$ cat src/rtl/uw_channel_sequencer_if.sv
// uw_channel_sequencer_if
//   Bundles the run-control, channel handshake and status signals of the
//   UW_Channel sequencer.
//   master : the sequencer. It drives ch_init and the status outputs.
//   slave  : the host and channel side. It drives start/abort/config and
//            the channel done/error levels.
//   Signals:
//     start, abort            run control from the host
//     chan_mask, timeout_cycles  run configuration, latched on start
//     ch_init                 one-hot init pulses to the channels
//     ch_done, ch_err         per-channel TXN_DONE and ERROR levels
//     busy, cur_ch            run-in-progress flag and active channel index
//     seq_done, pass          end-of-run pulse and its pass flag
//     err_vec, tmo_vec        per-channel error and timeout results
interface uw_channel_sequencer_if #(
    parameter int unsigned NUM_CH = 8,
    parameter int unsigned TMO_W  = 16
);
    localparam int unsigned CW = (NUM_CH > 1) ? $clog2(NUM_CH) : 1;

    logic              start;
    logic              abort;
    logic [NUM_CH-1:0] chan_mask;
    logic [TMO_W-1:0]  timeout_cycles;
    logic [NUM_CH-1:0] ch_init;
    logic [NUM_CH-1:0] ch_done;
    logic [NUM_CH-1:0] ch_err;
    logic              busy;
    logic [CW-1:0]     cur_ch;
    logic              seq_done;
    logic              pass;
    logic [NUM_CH-1:0] err_vec;
    logic [NUM_CH-1:0] tmo_vec;

    modport master (
        input  start, abort, chan_mask, timeout_cycles, ch_done, ch_err,
        output ch_init, busy, cur_ch, seq_done, pass, err_vec, tmo_vec
    );

    modport slave (
        output start, abort, chan_mask, timeout_cycles, ch_done, ch_err,
        input  ch_init, busy, cur_ch, seq_done, pass, err_vec, tmo_vec
    );
endinterface

$ cat src/rtl/uw_channel_sequencer.sv
// uw_channel_sequencer
//   Fires each enabled UW_Channel engine's INIT_AXI_TXN in ascending channel
//   order. For each channel it waits for a rising edge on TXN_DONE and
//   records ERROR. If the optional timeout expires first, the channel is
//   abandoned and flagged. Each completed run produces one seq_done/pass
//   summary.
//   Ports:
//     ACLK    clock; all logic runs on its rising edge
//     ARESET  synchronous, active-high reset
//     bus     uw_channel_sequencer_if.master. Carries the control inputs,
//             the channel handshake and the registered status outputs.
module uw_channel_sequencer #(
    parameter int unsigned NUM_CH     = 8,
    parameter int unsigned GAP_CYCLES = 20,
    parameter int unsigned INIT_PULSE = 2,
    parameter int unsigned TMO_W      = 16
) (
    input  logic                   ACLK,
    input  logic                   ARESET,
    uw_channel_sequencer_if.master bus
);
    localparam int unsigned CW = (NUM_CH > 1) ? $clog2(NUM_CH) : 1;
    localparam logic [31:0] GAP_LAST   = (GAP_CYCLES == 0) ? 32'd0 : 32'(GAP_CYCLES - 1);
    localparam logic [31:0] PULSE_LAST = (INIT_PULSE == 0) ? 32'd0 : 32'(INIT_PULSE - 1);

    typedef enum logic [2:0] {S_IDLE, S_GAP, S_PULSE, S_WAIT, S_FIN} state_t;

    state_t            state_q, state_d;
    logic [CW-1:0]     cur_q, cur_d;
    logic [NUM_CH-1:0] rem_q, rem_d;
    logic [TMO_W-1:0]  tmo_lim_q, tmo_lim_d;
    logic [TMO_W-1:0]  tmo_cnt_q, tmo_cnt_d;
    logic [31:0]       ph_cnt_q, ph_cnt_d;
    logic              done_q, done_d;
    logic [NUM_CH-1:0] err_q, err_d;
    logic [NUM_CH-1:0] tmo_q, tmo_d;
    logic [NUM_CH-1:0] ch_init_q, ch_init_d;
    logic              busy_q, busy_d;
    logic              seq_done_q, seq_done_d;
    logic              pass_q, pass_d;
    logic              done_edge;
    logic              advance;

    function automatic logic [CW-1:0] lowest_set(input logic [NUM_CH-1:0] v);
        logic [CW-1:0] idx;
        idx = '0;
        for (int unsigned i = NUM_CH; i > 0; i--) begin
            if (v[i-1]) idx = CW'(i - 1);
        end
        return idx;
    endfunction

    always_comb begin
        state_d   = state_q;
        cur_d     = cur_q;
        rem_d     = rem_q;
        tmo_lim_d = tmo_lim_q;
        tmo_cnt_d = tmo_cnt_q + TMO_W'(1);
        ph_cnt_d  = ph_cnt_q + 32'd1;
        err_d     = err_q;
        tmo_d     = tmo_q;
        advance   = 1'b0;
        done_d    = bus.ch_done[cur_q];
        done_edge = bus.ch_done[cur_q] & ~done_q;

        case (state_q)
            S_IDLE: begin
                if (bus.start) begin
                    rem_d     = bus.chan_mask;
                    tmo_lim_d = bus.timeout_cycles;
                    err_d     = '0;
                    tmo_d     = '0;
                    advance   = 1'b1;
                end
            end
            S_GAP: begin
                if (ph_cnt_q == GAP_LAST) begin
                    state_d  = S_PULSE;
                    ph_cnt_d = '0;
                end
            end
            S_PULSE: begin
                if (ph_cnt_q == PULSE_LAST) begin
                    state_d   = S_WAIT;
                    tmo_cnt_d = '0;
                end
            end
            S_WAIT: begin
                // A done edge in the same cycle as the timeout takes priority.
                if (done_edge) begin
                    err_d[cur_q] = bus.ch_err[cur_q];
                    advance      = 1'b1;
                end else if ((tmo_lim_q != '0) && (tmo_cnt_q == tmo_lim_q - TMO_W'(1))) begin
                    tmo_d[cur_q] = 1'b1;
                    advance      = 1'b1;
                end
            end
            S_FIN:   state_d = S_IDLE;
            default: state_d = S_IDLE;
        endcase

        // Shared by start acceptance and channel completion: pick the next
        // enabled channel from rem (already the latched mask on start).
        if (advance) begin
            ph_cnt_d = '0;
            if (rem_d != '0) begin
                cur_d        = lowest_set(rem_d);
                rem_d[cur_d] = 1'b0;
                state_d      = (GAP_CYCLES == 0) ? S_PULSE : S_GAP;
            end else begin
                state_d = S_FIN;
            end
        end

        if (bus.abort && (state_q != S_IDLE)) state_d = S_IDLE;

        // Outputs are decoded from the next state so that they register in
        // step with the state they describe.
        busy_d     = (state_d == S_GAP) || (state_d == S_PULSE) || (state_d == S_WAIT);
        ch_init_d  = (state_d == S_PULSE) ? (NUM_CH'(1) << cur_d) : '0;
        seq_done_d = (state_d == S_FIN);
        pass_d     = (state_d == S_FIN) && (err_d == '0) && (tmo_d == '0);
    end

    always_ff @(posedge ACLK) begin
        if (ARESET) begin
            state_q    <= S_IDLE;
            cur_q      <= '0;
            rem_q      <= '0;
            tmo_lim_q  <= '0;
            tmo_cnt_q  <= '0;
            ph_cnt_q   <= '0;
            done_q     <= 1'b0;
            err_q      <= '0;
            tmo_q      <= '0;
            ch_init_q  <= '0;
            busy_q     <= 1'b0;
            seq_done_q <= 1'b0;
            pass_q     <= 1'b0;
        end else begin
            state_q    <= state_d;
            cur_q      <= cur_d;
            rem_q      <= rem_d;
            tmo_lim_q  <= tmo_lim_d;
            tmo_cnt_q  <= tmo_cnt_d;
            ph_cnt_q   <= ph_cnt_d;
            done_q     <= done_d;
            err_q      <= err_d;
            tmo_q      <= tmo_d;
            ch_init_q  <= ch_init_d;
            busy_q     <= busy_d;
            seq_done_q <= seq_done_d;
            pass_q     <= pass_d;
        end
    end

    assign bus.ch_init  = ch_init_q;
    assign bus.busy     = busy_q;
    assign bus.cur_ch   = cur_q;
    assign bus.seq_done = seq_done_q;
    assign bus.pass     = pass_q;
    assign bus.err_vec  = err_q;
    assign bus.tmo_vec  = tmo_q;
endmodule
$ cat src/flat_wrapper.sv
// flat-port wrapper written by rule: the top's interface ports become plain ports
module uw_channel_sequencer_flat 
#(
    parameter int unsigned NUM_CH     = 8,
    parameter int unsigned GAP_CYCLES = 20,
    parameter int unsigned INIT_PULSE = 2,
    parameter int unsigned TMO_W      = 16
)
  (ACLK, ARESET, bus_start, bus_abort, bus_chan_mask, bus_timeout_cycles, bus_ch_done, bus_ch_err, bus_ch_init, bus_busy, bus_cur_ch, bus_seq_done, bus_pass, bus_err_vec, bus_tmo_vec);
  uw_channel_sequencer_if #(.NUM_CH(NUM_CH), .TMO_W(TMO_W)) bus_i ();
  input  logic ACLK;
  input  logic ARESET;
  input wire logic [$bits(bus_i.start)-1:0] bus_start;
  input wire logic [$bits(bus_i.abort)-1:0] bus_abort;
  input wire logic [$bits(bus_i.chan_mask)-1:0] bus_chan_mask;
  input wire logic [$bits(bus_i.timeout_cycles)-1:0] bus_timeout_cycles;
  input wire logic [$bits(bus_i.ch_done)-1:0] bus_ch_done;
  input wire logic [$bits(bus_i.ch_err)-1:0] bus_ch_err;
  output wire logic [$bits(bus_i.ch_init)-1:0] bus_ch_init;
  output wire logic [$bits(bus_i.busy)-1:0] bus_busy;
  output wire logic [$bits(bus_i.cur_ch)-1:0] bus_cur_ch;
  output wire logic [$bits(bus_i.seq_done)-1:0] bus_seq_done;
  output wire logic [$bits(bus_i.pass)-1:0] bus_pass;
  output wire logic [$bits(bus_i.err_vec)-1:0] bus_err_vec;
  output wire logic [$bits(bus_i.tmo_vec)-1:0] bus_tmo_vec;
  assign bus_i.start = bus_start;
  assign bus_i.abort = bus_abort;
  assign bus_i.chan_mask = bus_chan_mask;
  assign bus_i.timeout_cycles = bus_timeout_cycles;
  assign bus_i.ch_done = bus_ch_done;
  assign bus_i.ch_err = bus_ch_err;
  assign bus_ch_init = bus_i.ch_init;
  assign bus_busy = bus_i.busy;
  assign bus_cur_ch = bus_i.cur_ch;
  assign bus_seq_done = bus_i.seq_done;
  assign bus_pass = bus_i.pass;
  assign bus_err_vec = bus_i.err_vec;
  assign bus_tmo_vec = bus_i.tmo_vec;
  uw_channel_sequencer #(.NUM_CH(NUM_CH), .GAP_CYCLES(GAP_CYCLES), .INIT_PULSE(INIT_PULSE), .TMO_W(TMO_W)) u_core (.ACLK(ACLK), .ARESET(ARESET), .bus(bus_i));
endmodule
$ cat config.mk
export PLATFORM = sky130hd
export DESIGN_NAME = uw_channel_sequencer_flat
export DESIGN_NICKNAME = d
export VERILOG_FILES = /design/src/rtl/uw_channel_sequencer_if.sv /design/src/rtl/uw_channel_sequencer.sv /design/src/flat_wrapper.sv
export SDC_FILE = /design/constraint.sdc
export NUM_CORES = 1
export LEC_CHECK = 0
export CORE_MARGIN = 3
export CORE_UTILIZATION = 30
export CTS_CLUSTER_DIAMETER = 200
export DETAILED_ROUTE_END_ITERATION = 16
export GPL_TIMING_DRIVEN = 0
export MAX_ROUTING_LAYER = met4
export PLACE_DENSITY = 0.58
export SETUP_SLACK_MARGIN = 0.1
export SYNTH_ARGS = -nofsm -noshare
export SYNTH_HDL_FRONTEND = slang
export SYNTH_SLANG_ARGS = --single-unit
$ cat constraint.sdc
create_clock -name ACLK -period 8.1 [get_ports ACLK]
set_input_delay 1.215 -clock ACLK [delete_from_list [all_inputs] [get_ports ACLK]]
set_output_delay 1.215 -clock ACLK [all_outputs]
set_load 0.01 [all_outputs]
# After elaboration in Yosys (flattened, before gate mapping)
# Index checks and enable logic that the tools add are counted.
[op_classes] shift=1 reduce_logical=18 addsub=3 n_lt_le_gt_ge=4 n_mux=46 n_bitwise=6 n_eq_ne=10
[op_table] operator="$mux 8" count=9
[op_table] operator="$mux 32" count=2
[op_table] operator="$mux 3" count=17
[op_table] operator="$add 32x1->32 const B" count=1
[op_table] operator="$eq 32x1->1 const B" count=1
[op_table] operator="$eq 32x5->1 const B" count=1
[op_table] operator="$mux 16" count=2
[op_table] operator="$pmux 8 s2" count=2
[op_table] operator="$add 16x1->16 const B" count=1
[op_table] operator="$eq 16x16->1" count=1
[op_table] operator="$logic_not 8->1" count=2
[op_table] operator="$reduce_bool 16->1" count=1
[op_table] operator="$sub 16x1->16 const B" count=1
[op_table] operator="$eq 3x2->1 const B" count=4
[op_table] operator="$pmux 3 s3" count=1
[op_table] operator="$and 8x8->8" count=1
[op_table] operator="$bwmux 8" count=1
[op_table] operator="$lt 3x4->1 const B" count=2
[op_table] operator="$not 8->8" count=1
[op_table] operator="$or 8x8->8" count=1
[op_table] operator="$reduce_bool 8->1" count=1
[op_table] operator="$shl 1x3->8 const A" count=1
[op_table] operator="$mux 1" count=7
[op_table] operator="$bmux 1 s3" count=2
[op_table] operator="other kinds (13)" count=25
[totals] input_bits=44 elab_cells=101 reg_bits=106 out_inout_bits=30

# Longest topological paths before layout
# Gate-level depths: netlist of run 1.
[depth] word_depth=20 mapped_depth=12 ltp_nobuf=9

# Worst setup path after synthesis of run 1
# Ideal clock, no wire load.
[synth_path] path_kind="reg-to-reg" from="reg u_core.tmo_lim_q[0]" to="reg u_core.cur_q[0], in the netlist u_core.bus.cur_ch[0]" arrival_ns=3.126 n_path_buf=2 slack_ns=4.914 period_less_slack_ns=3.186 stages_incl_launch_ff=12 path_cell_list="dfxtp_1 > clkbuf_1 > inv_1 > ha_1 > or4b_4 > or4_4 > a211oi_2 > o21ai_1 > or4_1 > buf_2 > a2111oi_2 > a31o_1"
[synth_between] elab_chain_cells=7 word_cells_on_any_way=8 cone_classes="add/sub (1); eq/ne (1); mux (4); reduce/logical (2)"
[synth_lines] element="start, declared" line_no="uw_channel_sequencer.sv:31" text="logic [TMO_W-1:0] tmo_lim_q, tmo_lim_d;"
[synth_lines] element="start signal, assigned" line_no="uw_channel_sequencer.sv:144" text="tmo_lim_q <= tmo_lim_d;"
[synth_lines] element="$sub 16x1->16" line_no="uw_channel_sequencer.sv:93" text="end else if ((tmo_lim_q != '0) && (tmo_cnt_q == tmo_lim_q - TMO_W'(1))) begin"
[synth_lines] element="$eq 16x16->1" line_no="uw_channel_sequencer.sv:93"
[synth_lines] element="$logic_and 1x1->1 *" line_no="uw_channel_sequencer.sv:93"
[synth_lines] element="$mux 1 *" line_no="uw_channel_sequencer.sv:93"
[synth_lines] element="$mux 1 *" line_no="uw_channel_sequencer.sv:90" text="if (done_edge) begin"
[synth_lines] element="$pmux 1 s2 *" line_no="uw_channel_sequencer.sv:66" text="case (state_q)"
[synth_lines] element="$mux 3 *" line_no="uw_channel_sequencer.sv:104" text="if (advance) begin"
[synth_lines] element="end signal, assigned" line_no="uw_channel_sequencer.sv:142" text="cur_q <= cur_d;"
[synth_lines] element="end, declared" line_no="uw_channel_sequencer.sv:29" text="logic [CW-1:0] cur_q, cur_d;"
# Mark *: on every way between the ends. The rest lies on a longest branch, timed or not.
# A chain may end at the register's enable or synchronous reset.

# Worst setup path after layout of run 1
[layout_path] from="in bus_ch_done[6]" to="reg u_core.tmo_q[7], in the netlist u_core.bus.tmo_vec[7]"
[layout_between] elab_chain_cells=5
[layout_lines] element="start, declared" line_no="flat_wrapper.sv:17" text="input wire logic [$bits(bus_i.ch_done)-1:0] bus_ch_done;"
[layout_lines] element="$bmux 1 s3" line_no="uw_channel_sequencer.sv:64" text="done_edge = bus.ch_done[cur_q] & ~done_q;"
[layout_lines] element="$mux 1 (not written as such)" line_no="uw_channel_sequencer.sv:64"
[layout_lines] element="$and 1x1->1" line_no="uw_channel_sequencer.sv:64"
[layout_lines] element="$mux 8" line_no="uw_channel_sequencer.sv:90"
[layout_lines] element="$pmux 8 s2" line_no="uw_channel_sequencer.sv:66"
[layout_lines] element="end signal, assigned" line_no="uw_channel_sequencer.sv:149" text="tmo_q <= tmo_d;"
[layout_lines] element="end, declared" line_no="uw_channel_sequencer.sv:36" text="logic [NUM_CH-1:0] tmo_q, tmo_d;"
# No other way between the ends. The select of a mux whose other input is x is not followed.

==> key figures, run 1 <==
Status
  – Status: complete, no violations

Die
  – Die W: about 140 µm
  – Initial Utilization: 31.1%
  – DIE HEIGHT: 138 µm
  – Core area: 16,900 µm²
  – FP Rows: 47
  – Total die area: between 15,000 and 20,000 µm²
  – IO Pins: 74

Logic synthesis
  – Synth Register Bits: 106
  – Area contributors post-synth: dfxtp_1 (40%), nor2_1 (7.3%), nand2_1 (5.9%)
  – Mapped Cells: roughly 640
  – Post-Synth XOR/XNOR Area: 10.0%
  – Synth async-reset ratio: 0%
  – Post-synthesis compound-gate area fraction: 13.5%
  – Largest family of logic cells by synthesized area: simple AND/OR/NAND/NOR gates
  – Cell variety after synth: 67
  – Synth Area per Inst: 8.15 µm²
  – Mux cell area share after synthesis: 2.72%
  – Post-synthesis net count: 693
  – Top-area cell type share of the netlist area: 40.4%
  – Synth area leader: dfxtp_1
  – Register area share after synthesis: 40.4%
  – Synth Area in Simple Gates: 29.2%
  – Post-synth EDFFs: 0
  – Post-Synth Adder-Cell Area: 1.19%
  – Ys Warns: 0
  – Prevailing post-synth register cell: dfxtp_1
  – Mapped Area: 5250 µm²

Power and ir drop
  – P_sw: approximately 0.34 mW
  – Power per standard cell area: 196 nW/µm²
  – VDD IR-drop max: 0.114 mV
  – Design Power: approximately 1.3 mW
  – Net Sw Frac: 26.6%
  – Pint: 0.950 mW
  – Sequential Power Share: between 40% and 50%
  – Lkg Pwr: 2.28 nW
  – Combinational group share of total power: 17.0%
  – Clock network power share: 39.7%

Finish
  – Filler instances: 1,769
  – Multi-input logic area: 2970 µm²
  – Share of cells above drive strength 1: 4.78%
  – Final #Nets: 776
  – Seq. cell area: 2120 µm²
  – Final cell count without fillers: 953
  – Finished Cell Area: 6600 µm²
  – Synthesis-to-finish area growth: 25.8%
  – Final core occ: 39.1%

Clocking
  – Clock-pin transition on the worst setup and hold timing paths: 70 ps
  – Root buffer cell: clkbuf_16
  – Post_cts resized: 0
  – Setup bufs post-CTS: 0
  – H-tree levels: 3
  – CTS Sinks: 106
  – Clock Latency Late Sink: between 300 and 400 ps
  – Hold_buf cts: 0
  – Clock Path Buffers: 2
  – CTS Buf Count: 9
  – CTS tree: yes

Global routing
  – Gr usage total: 15.1%
  – Initial antenna violation count: 1
  – Overflow after GRT: 0
  – Vias in the first global route: 4,468
  – First-pass GRT wire length: around 23,000 µm
  – Pin count of the biggest net entering global routing: 17

Timing
  – Final setup violation count: 0
  – Setup total negative slack: 0 ps
  – Final worst-path cycle share: around 51%
  – RSZ-0062 raised after global routing: false
  – Fmax: 0.242 GHz
  – Relative slew slack: 19.3%
  – Worst Tran Pin Value: 1200 ps
  – Period minus WS final: 4130 ps
  – Final setup skew: 8.45 ps
  – WHS: 475 ps
  – Final Hold Viols: 0
  – Fin. max-slew vios: 0
  – Worst setup margin: 3970 ps

Critical path
  – Max FO, Critical Path: 6
  – Startpoint types: input port
  – WS Path Type: in2reg
  – Critical path required time: 8370 ps
  – Critical path arrival: 4400 ps
  – CP endpoint kind: register

Detailed routing
  – Drt first-iter violations: 245
  – Aggregate routed wire length: 14,100 µm
  – DRC viols: 0
  – Router iterations before antenna repair: 5
  – Via count: about 4,700
  – Post-DRT Antenna Nets: 0
  – Drt via density: 4.97
  – Wire length per cell: 14.8 µm

Placed design
  – Placed inst area: 6240 µm²
  – HPWL Detailed: 10,700 µm
  – Post-Place Cells: 936
  – IO Port Bufs: 72
  – GP Congestion: 0.890
  – DP Worst Slack: between 3000 and 4000 ps

Min path
  – Hold Path Class: reg2reg

Job
  – Maxcap violations: 0
==> cells in the final DEF, fill, tap and decap left out, types with 9 or more instances in the layout <==
| cell type | netlist | layout |
|---|---|---|
| a21oi_1 | 30 | 30 |
| xor2_1 | 30 | 30 |
| mux2i_1 | 12 | 12 |
| inv_1 | 16 | 16 |
| xnor2_1 | 30 | 30 |
| nand3_1 | 27 | 27 |
| clkdlybuf4s50_1 | 0 | 72 |
| nand2_1 | 83 | 83 |
| nor2_1 | 102 | 102 |
| clkbuf_1 | 18 | 19 |
| o21ai_0 | 14 | 14 |
| nor4_1 | 17 | 17 |
| nor3_1 | 16 | 16 |
| clkbuf_16 | 0 | 9 |
| nand4_1 | 13 | 13 |
| dfxtp_1 | 106 | 106 |
==> power by group through the flow <==
stage	Sequential (mW)	Clock (mW)	Combinational, mW
6_report	0.560	0.514	0.220
3_3_place_gp	0.571	0	0.220
2_1_floorplan	0.566	0	0.146
3_5_place_dp	0.571	0	0.220
4_1_cts	0.559	0.525	0.221
5_1_grt	0.563	0.546	0.243
==> final cells by class <==
cell class,count,share of cell area [%]
plain buffers,24,1.44
well taps,220,4.17
diodes,1,0.0379
clock buffers,12,3.89
repair buffers,72,10.9
multi-input cells,498,45.0
inverters,16,0.910
clock inverters,4,1.48
flip-flops and latches,106,32.1
==> final timing paths <==
path | from | endpoint | slack [ps] | depth (start not counted)
hold / removal | u_core.ph_cnt_q[0] | u_core.ph_cnt_q[0] | 480 | 1
setup / recovery | bus_ch_done[6] | u_core.bus.tmo_vec[7] | 3970 | 8
setup reg to reg | u_core.tmo_lim_q[0] | u_core.bus.tmo_vec[7] | 4120 | 10
hold reg to reg | u_core.ph_cnt_q[0] | u_core.ph_cnt_q[0] | 480 | 1
==> flip-flops by register name, indices dropped and copies added (netlist names), 8 cells and up <==
name                flops
u_core.tmo_lim_q       16
u_core.bus.tmo_vec      8
u_core.tmo_cnt_q       16
u_core.bus.err_vec      8
u_core.ph_cnt_q        32
u_core.bus.ch_init      8
u_core.rem_q            8
==> cell usage after synthesis (all sizes together) (7+ instances only) <==
cell type    n
dfxtp      106
nor2       102
nand2       83
a21oi       30
xnor2       30
xor2        30
nand3       27
clkbuf      18
nor4        17
inv         16
nor3        16
o21ai       15
nand4       13
mux2i       12
and2         8
nand2b       8
o31ai        7
==> worst max-delay path, stage by stage <==
cell and delay, ps:
clkdlybuf4s50_1 400, mux2i_1 170, o32ai_1 180, nor3_1 570, a2bb2o_1 320, nor4_1 910, nand2_1 330, o31ai_1 290
==> cells by family (layout without fill, tap and decap cells) <==
group           after synthesis  in the layout
compound gates              102            102
xor+xnor                     60             60
fa+ha+maj                     5              5
buf+inv                      40            128
flops                       106            106
mux                          14             14
other cells                   0              1
simple gates                317            317
==> metal layers <==
metal	vias to the layer above	track usage, %	wire [µm]
met5	-	-	0
met4	0	3.54	141
met3	10	4.04	639
met2	107	23.3	6260
met1	2178	20.0	7080
li1	2440	-	-
No activity file was read; power rests on OpenSTA's default activity.
==> inputs of run 2 (changes only) <==
PLACE_DENSITY = 0.6   (was 0.58)
clock period = 3.7 ns   (was 8.1 ns; I/O delays follow)
==> run 2 against run 1 <==
  * Final cell count shrank 0.21%
  * First-iteration DRC count grew 16%
  * Routed wire length shrank 2.7%
  * Critical path depth grew 2
  * Clock skew grew 3.3 ps
  * Sequential power grew 120%
  * Highest routed layer unchanged
  * Power grew 120%
  * Core utilization grew 0.16 points
  * Sequential share of layout area shrank 0.13 points
  * Design area grew 0.42%
==> key figures, run 2 (same netlist as run 1, synthesis figures left out) <==
Status
  – Status: complete, no violations (unchanged)

Timing
  – Worst setup margin: 283 ps (was 3970 ps)
  – Relative slew slack: 43.4% (was 19.3%)
  – Final Hold Viols: 0 (unchanged)
  – Final worst-path cycle share: 92.4%
  – RSZ-0062 raised after global routing: false (unchanged)
  – Setup total negative slack: 0 ps (unchanged)
  – Final setup skew: 11.8 ps (was 8.45 ps)
  – Worst Tran Pin Value: 842 ps (was 1200 ps)
  – Period minus WS final: ~3400 ps
  – Fmax: 0.293 GHz
  – Final setup violation count: 0 (unchanged)
  – Fin. max-slew vios: 0 (unchanged)

Critical path
  – Max FO, Critical Path: 7 (was 6)
  – Critical path arrival: 3720 ps (was 4400 ps)
  – Levels on crit path: 10 (was 8)
  – Top Family by Delay on Critical Path: simple AND/OR/NAND/NOR gates (unchanged)
  – Crit-path cells: inv_1 -> ha_2 -> or4b_4 -> or4_4 -> a211oi_4 -> o21ai_2 -> or4_1 -> buf_2 -> a2111oi_2 -> a31o_1 (was clkdlybuf4s50_1 -> mux2i_1 -> o32ai_1 -> nor3_1 -> a2bb2o_1 -> nor4_1 -> nand2_1 -> o31ai_1)
  – Startpoint types: register (was input port)
  – Critical path required time: 4010 ps (was 8370 ps)
  – WS Path Type: reg2reg (was in2reg)
  – R2R Path End: u_core.bus.cur_ch[0] (was u_core.bus.tmo_vec[7])
  – Max stage delay cell, worst path: or4_4 (was nor4_1)
  – CP endpoint kind: register (unchanged)
  – Flop2flop setup slack: 280 ps (was 4120 ps)
  – R2R depth: 10 (unchanged)
  – Slowest stage delay, CP: 550 ps (was 910 ps)
  – Worst Path Buf+Inv: 2 (was 1)
  – Launch point of the worst reg-to-reg path: u_core.tmo_lim_q[0] (unchanged)

Finish
  – Synthesis-to-finish area growth: 26.3% (was 25.8%)
  – Ant. Diodes: 0 (was 1)
  – Final #Nets: 775 (was 776)
  – Final cell count without fillers: 951 (was 953)
  – Biggest regs: u_core.ph_cnt_q (32), u_core.tmo_cnt_q (16), u_core.tmo_lim_q (16) (unchanged)
  – Most common cell after layout, fill and taps aside: dfxtp_1 (unchanged)
  – Share of cells above drive strength 1: 5.75% (was 4.78%)
  – Top reg by flops: u_core.ph_cnt_q (unchanged)
  – Most frequent cells in the layout: dfxtp_1 (106), nor2_1 (102), nand2_1 (82) (was dfxtp_1 (106), nor2_1 (102), nand2_1 (83))
  – Max reg flops: 32 (unchanged)
  – Filler instances: 1,726 (was 1,769)
  – Finished Cell Area: 6630 µm² (was 6600 µm²)

Die
  – Core area: 16,900 µm² (unchanged)
  – Total die area: 19,100 µm² (unchanged)
  – IO Pins: 74 (unchanged)
  – DIE HEIGHT: 138 µm (unchanged)
  – FP Rows: 47 (unchanged)
  – Die W: 138 µm (unchanged)
  – Initial Utilization: 31.1% (unchanged)

Detailed routing
  – Post-DRT Antenna Nets: 0 (unchanged)
  – Drt first-iter violations: 284 (was 245)
  – DRC viols: 0 (unchanged)
  – Wire length per cell: 14.5 µm (was 14.8 µm)
  – Drt via density: 5.02 (was 4.97)
  – Aggregate routed wire length: 13,700 µm (was 14,100 µm)
  – Router iterations before antenna repair: 4 (was 5)
  – Via count: 4,774 (was 4,735)

Clocking
  – Clock-pin transition on the worst setup and hold timing paths: 70 ps (about the same)
  – Clock Latency Late Sink: 360 ps (about the same)
  – Clock Path Buffers: 2 (unchanged)
  – CTS tree: yes (unchanged)
  – Root buffer cell: clkbuf_16 (unchanged)
  – H-tree levels: 3 (unchanged)
  – CTS Sinks: 106 (unchanged)
  – CTS Buf Count: 9 (unchanged)
  – Hold_buf cts: 0 (unchanged)

Placed design
  – DP Worst Slack: -115 ps (was 3700 ps)
  – Placed inst area: 6240 µm² (unchanged)
  – IO Port Bufs: 72 (unchanged)
  – GP Congestion: 0.885 (was 0.890)
  – HPWL Detailed: 10,500 µm (was 10,700 µm)
  – Post-Place Cells: 936 (unchanged)

Global routing
  – First-pass GRT wire length: 22,800 µm (was 23,100 µm)
  – Gr usage total: 14.8% (was 15.1%)
  – Initial antenna violation count: 0 (was 1)
  – Pin count of the biggest net entering global routing: 18 (was 17)
  – Vias in the first global route: 4,487 (was 4,468)
  – Overflow after GRT: 0 (unchanged)

Job
  – Maxcap violations: 0 (unchanged)

Min path
  – HP Start: u_core.bus.tmo_vec[5] (was u_core.ph_cnt_q[0])
  – Hold path depth: 2 (was 1)
  – Hold Path Class: reg2reg (unchanged)
  – Endpoint, Worst Hold: u_core.bus.tmo_vec[5] (was u_core.ph_cnt_q[0])

Power and ir drop
  – Power per standard cell area: 426 nW/µm² (was 196 nW/µm²)
  – Lkg Pwr: 2.28 nW (about the same)
  – Design Power: 2.83 mW (was 1.29 mW)
  – VDD IR-drop max: 0.229 mV (was 0.114 mV)
==> run 2: routing by layer <==
metal,global-route usage (%),wire length (µm)
met5,-,0
met4,3.74,161
met3,3.83,679
met2,22.7,6200
met1,19.6,6700
==> run 2: how the worst max path moves through the flow <==
| stage | end | startpoint | slack (ps) |
|---|---|---|---|
| final | u_core.bus.cur_ch[0] | u_core.tmo_lim_q[0] | 280 |
| after global routing | u_core.bus.cur_ch[0] | u_core.tmo_lim_q[0] | 130 |
| after CTS | u_core.bus.busy | u_core.tmo_lim_q[0] | 70 |
| after detailed placement | u_core.bus.tmo_vec[7] | u_core.tmo_lim_q[0] | -110 |
| after global placement | u_core.bus.tmo_vec[7] | u_core.tmo_lim_q[0] | -90 |
| after floorplan | u_core.bus.cur_ch[0] | u_core.tmo_lim_q[0] | 510 |
==> run 2: what timing repair did <==
action | 4_1_cts | 5_1_grt
cloned | 0 | 0
endpoints found under the hold margin | 0 | 0
setup buffers | 0 | 0
endpoints found under the setup margin | 4 | 48
resized for setup | 1 | 7
==> run 2: final cells by class <==
class                      count  area [µm²]  share of cell area [%]
multi-input combinational    498        3010                    45.4
tap                          220         275                    4.15
clock inverter                 5         108                    1.62
buffer                        23        91.3                    1.38
clock buffer                  11         243                    3.66
timing repair buffer          72         721                    10.9
inverter                      16        60.1                   0.906
sequential                   106        2120                    32.0
==> run 2: power breakdown <==
part	switching [mW]	internal, mW
clock network	0.423	0.685
registers	0.0480	1.18
logic	0.287	0.206
==> run 2: tightest hold or removal path, delay by kind of cell (launching register included) <==
kind	cells	cell delay (ps)
flip-flops	1	320
AO/OA/AOI/OAI	1	50
AND/OR/NAND/NOR	1	60
==> run 2: metrics by stage <==
step           hold WS (ps)  util [%]
2_1_floorplan           441         -
3_3_place_gp            462      37.0
3_5_place_dp            471      37.0
4_1_cts                 483      39.1
5_1_grt                 507      39.3
6_report                481      39.3
==> inputs of run 3 (changes only) <==
--- a/config.mk
+++ b/config.mk
@@ -7,2 +7,3 @@
 export LEC_CHECK = 0
+export ABC_AREA = 1
 export CORE_MARGIN = 3
@@ -13,3 +14,3 @@
 export MAX_ROUTING_LAYER = met4
-export PLACE_DENSITY = 0.6
+export PLACE_DENSITY = 0.59
 export SETUP_SLACK_MARGIN = 0.1
--- a/constraint.sdc
+++ b/constraint.sdc
@@ -3,2 +3,2 @@
 set_output_delay 0.555 -clock ACLK [all_outputs]
-set_load 0.01 [all_outputs]
+set_load 0.1 [all_outputs]
==> run 3 against run 2 <==
  * First-iteration DRC count up 6.0%
  * Via count increased by 14%
  * Sequential share of layout area decreased by 1.9 points
  * Clock skew down 4.3 ps
  * Hold slack worse by 5.7 ps
  * Fmax increased by 31%
  * Critical path type unchanged
  * Largest cell class unchanged
==> key figures, run 3 <==
Global routing
  – Initial antenna violation count: 0 (unchanged)
  – Overflow after GRT: 0 (unchanged)
  – Grt met1 use: 20.4% (was 19.6%)
  – Met3 Usage GRT: 2.78% (was 3.83%)
  – GRT Max-Usage Layer: met2 (unchanged)
  – First-pass GRT wire length: 24,200 µm (was 22,800 µm)
  – Pin count of the biggest net entering global routing: 18 (unchanged)
  – Gr usage total: 15.0% (was 14.8%)
  – M2 GR Usage: 22.5% (was 22.7%)
  – Vias in the first global route: 5,076 (was 4,487)

Critical path
  – Critical path required time: 3940 ps (was 4010 ps)
  – Max stage delay cell, worst path: dfxtp_1 (was or4_4)
  – R2R depth: 16 (was 10)
  – Launch point of the worst reg-to-reg path: u_core.tmo_lim_q[0] (unchanged)
  – Cell mode on critical path: nand2_1
  – Crit-path cells: inv_1 -> ha_1 -> nand2_1 -> nor2_1 -> nand2_1 -> nand2_1 -> nand3_1 -> nor2_2 -> nand3_2 -> nor2_4 -> nand2_2 -> nand2_4 -> nand2_8 -> nand2_4 -> buf_2 -> nor2_1 (was inv_1 -> ha_2 -> or4b_4 -> or4_4 -> a211oi_4 -> o21ai_2 -> or4_1 -> buf_2 -> a2111oi_2 -> a31o_1)
  – Flop2flop setup slack: 1100 ps (was 280 ps)
  – CP endpoint kind: register (unchanged)
  – R2R Path End: u_core.ph_cnt_q[31] (was u_core.bus.cur_ch[0])
  – Startpoint types: register (unchanged)
  – Slowest stage delay, CP: 320 ps (was 550 ps)
  – Max FO, Critical Path: 10 (was 7)
  – WS Path Type: reg2reg (unchanged)
  – Critical path arrival: 2840 ps (was 3720 ps)

Die
  – FP Rows: 49 (was 47)
  – Initial Utilization: 31.2% (was 31.1%)
  – DIE HEIGHT: 144 µm (was 138 µm)
  – Core area: 18,300 µm² (was 16,900 µm²)
  – Total die area: 20,700 µm² (was 19,100 µm²)
  – IO Pins: 74 (unchanged)
  – Die W: 144 µm (was 138 µm)

Finish
  – Max reg flops: 32 (unchanged)
  – Biggest regs: u_core.ph_cnt_q (32), u_core.tmo_cnt_q (16), u_core.tmo_lim_q (16) (unchanged)
  – Most common cell after layout, fill and taps aside: nand2_1 (was dfxtp_1)
  – Top reg by flops: u_core.ph_cnt_q (unchanged)
  – Final #Nets: 987 (was 775)
  – Ant. Diodes: 0 (unchanged)
  – Share of cells above drive strength 1: 7.74% (was 5.75%)
  – Finished Cell Area: 7050 µm² (was 6630 µm²)
  – Synthesis-to-finish area growth: 23.3% (was 26.3%)
  – Most frequent cells in the layout: nand2_1 (217), nor2_1 (128), dfxtp_1 (106) (was dfxtp_1 (106), nor2_1 (102), nand2_1 (82))
  – Final cell count without fillers: 1,172 (was 951)
  – Final core occ: 38.4% (was 39.3%)

Logic synthesis
  – Post-synth EDFFs: 0 (unchanged)
  – Cell variety after synth: 42 (was 67)
  – Mapped Cells: 854 (was 644)
  – Prevailing post-synth register cell: dfxtp_1 (unchanged)
  – Synth Register Bits: 106 (unchanged)
  – Synth area leader: dfxtp_1 (unchanged)
  – Synth Area per Inst: 6.69 µm² (was 8.15 µm²)
  – Mapped Area: 5720 µm² (was 5250 µm²)
  – Top-area cell type share of the netlist area: 37.1% (was 40.4%)
  – Register area share after synthesis: 37.1% (was 40.4%)
  – Synth top cells by count: nand2_1 (217), nor2_1 (128), dfxtp_1 (106) (was dfxtp_1 (106), nor2_1 (102), nand2_1 (83))
  – Synth async-reset ratio: 0% (unchanged)
  – Area contributors post-synth: dfxtp_1 (37%), nand2_1 (14%), nor2_1 (8.4%) (was dfxtp_1 (40%), nor2_1 (7.3%), nand2_1 (5.9%))
  – Ys Warns: 0 (unchanged)
  – Most numerous cell in the Yosys netlist: nand2_1 (was dfxtp_1)
  – Post-synthesis net count: 903 (was 693)

Clocking
  – H-tree levels: 3 (unchanged)
  – Hold_buf cts: 0 (unchanged)
  – CTS tree: yes (unchanged)
  – Setup bufs post-CTS: 0 (unchanged)
  – CTS Sinks: 106 (unchanged)
  – Root buffer cell: clkbuf_16 (unchanged)
  – Post_cts resized: 0 (was 1)
  – Clock Path Buffers: 2 (unchanged)
  – Clock-pin transition on the worst setup and hold timing paths: 70 ps (about the same)
  – CTS Buf Count: 9 (unchanged)
  – Clock Latency Late Sink: 360 ps (about the same)

Min path
  – HP Start: u_core.ph_cnt_q[0] (was u_core.bus.tmo_vec[5])
  – Endpoint, Worst Hold: u_core.ph_cnt_q[0] (was u_core.bus.tmo_vec[5])
  – Hold path depth: 1 (was 2)
  – Hold Path Class: reg2reg (unchanged)

Timing
  – Final worst-path cycle share: 70.3% (was 92.4%)
  – Relative slew slack: 33.8% (was 43.4%)
  – Final Hold Viols: 0 (unchanged)
  – Final setup skew: 7.44 ps (was 11.8 ps)
  – Final setup violation count: 0 (unchanged)
  – RSZ-0062 raised after global routing: false (unchanged)
  – Worst Tran Pin Value: 990 ps (was 842 ps)
  – Fmax: 0.384 GHz (was 0.293 GHz)
  – Fin. max-slew vios: 0 (unchanged)
  – Period minus WS final: 2600 ps (was 3420 ps)
  – Setup total negative slack: 0 ps (unchanged)

Detailed routing
  – Drt first-iter violations: 301 (was 284)
  – DRC viols: 0 (unchanged)
  – Aggregate routed wire length: 14,800 µm (was 13,700 µm)
  – Post-DRT Antenna Nets: 0 (unchanged)
  – Via count: 5,425 (was 4,774)
  – Router iterations before antenna repair: 5 (was 4)
  – Wire length per cell: 12.6 µm (was 14.5 µm)
  – Drt via density: 4.63 (was 5.02)

Power and ir drop
  – Lkg Pwr: 2.96 nW (was 2.28 nW)
  – Power per standard cell area: 389 nW/µm² (was 426 nW/µm²)
  – VDD IR-drop max: 0.299 mV (was 0.229 mV)

Status
  – Status: complete, no violations (unchanged)

Placed design
  – Placed inst area: 6730 µm² (was 6240 µm²)
  – HPWL Detailed: 11,500 µm (was 10,500 µm)
  – GP Congestion: 0.857 (was 0.885)
  – Post-Place Cells: 1,156 (was 936)
  – IO Port Bufs: 73 (was 72)

Job
  – Maxcap violations: 0 (unchanged)
==> run 3: per-stage QoR <==
step / hold WS [ps] / setup slack [ps] / power [mW]
2_1_floorplan: 433 / 1030 / 1.60
3_3_place_gp: 447 / 769 / 1.76
3_5_place_dp: 460 / 796 / 1.76
4_1_cts: 472 / 1070 / 2.78
5_1_grt: 499 / 808 / 2.88
6_report: 475 / 1100 / 2.74
==> run 3: how the worst max path moves through the flow <==
stage	startpoint	end	depth (start not counted)
floorplan	u_core.bus.cur_ch[1]	u_core.bus.ch_init[0]	16
global route	u_core.tmo_lim_q[0]	u_core.ph_cnt_q[23]	16
detailed placement	bus_start	u_core.bus.pass	13
global placement	bus_start	u_core.bus.pass	13
CTS	u_core.tmo_lim_q[0]	u_core.ph_cnt_q[31]	16
finish	u_core.tmo_lim_q[0]	u_core.ph_cnt_q[31]	16
==> run 3: logic make-up after synthesis <==
logic type | after synthesis | synth area share, %
AND/OR/NAND/NOR | 499 | 39.5
buffers and inverters | 122 | 8.47
flip-flops | 106 | 37.1
AO/OA/AOI/OAI | 81 | 7.36
XOR/XNOR | 37 | 5.67
adder cells (fa/ha/maj) | 5 | 1.09
multiplexers | 4 | 0.810
==> run 3: per-layer routing <==
layer  routed length (µm)  vias to the layer above
met2                 6480                      104
met5                    0                        -
met4                  286                        0
met1                 7450                     2428
met3                  587                       18
li1                     -                     2875
==> run 3: cell type report <==
class                           instances  area (µm²)
Buffer                                 17        77.6
Tap cell                              229         287
Fill cell                            1972       11300
Sequential cell                       106        2120
Timing Repair Buffer                   73         731
Multi-Input combinational cell        626        3110
Inverter                              105         407
Clock inverter                          5        60.1
Clock buffer                           11         253
==> run 3: worst max-delay path, delay by kind of cell (launching register included) <==
kind / cells / cell delay [ps]
buffers and inverters: 2 / 420
AND/OR/NAND/NOR: 13 / 1470
flip-flops: 1 / 320
adder cells (fa/ha/maj): 1 / 280
==> run 3: power breakdown <==
part	total (mW)	switching [mW]	leakage [nW]	internal [mW]
combinational	0.527	0.344	1.95	0.183
sequential	1.21	0.0308	0.861	1.18
clock	1.01	0.443	0.153	0.566
total	2.74	0.818	2.96	1.93
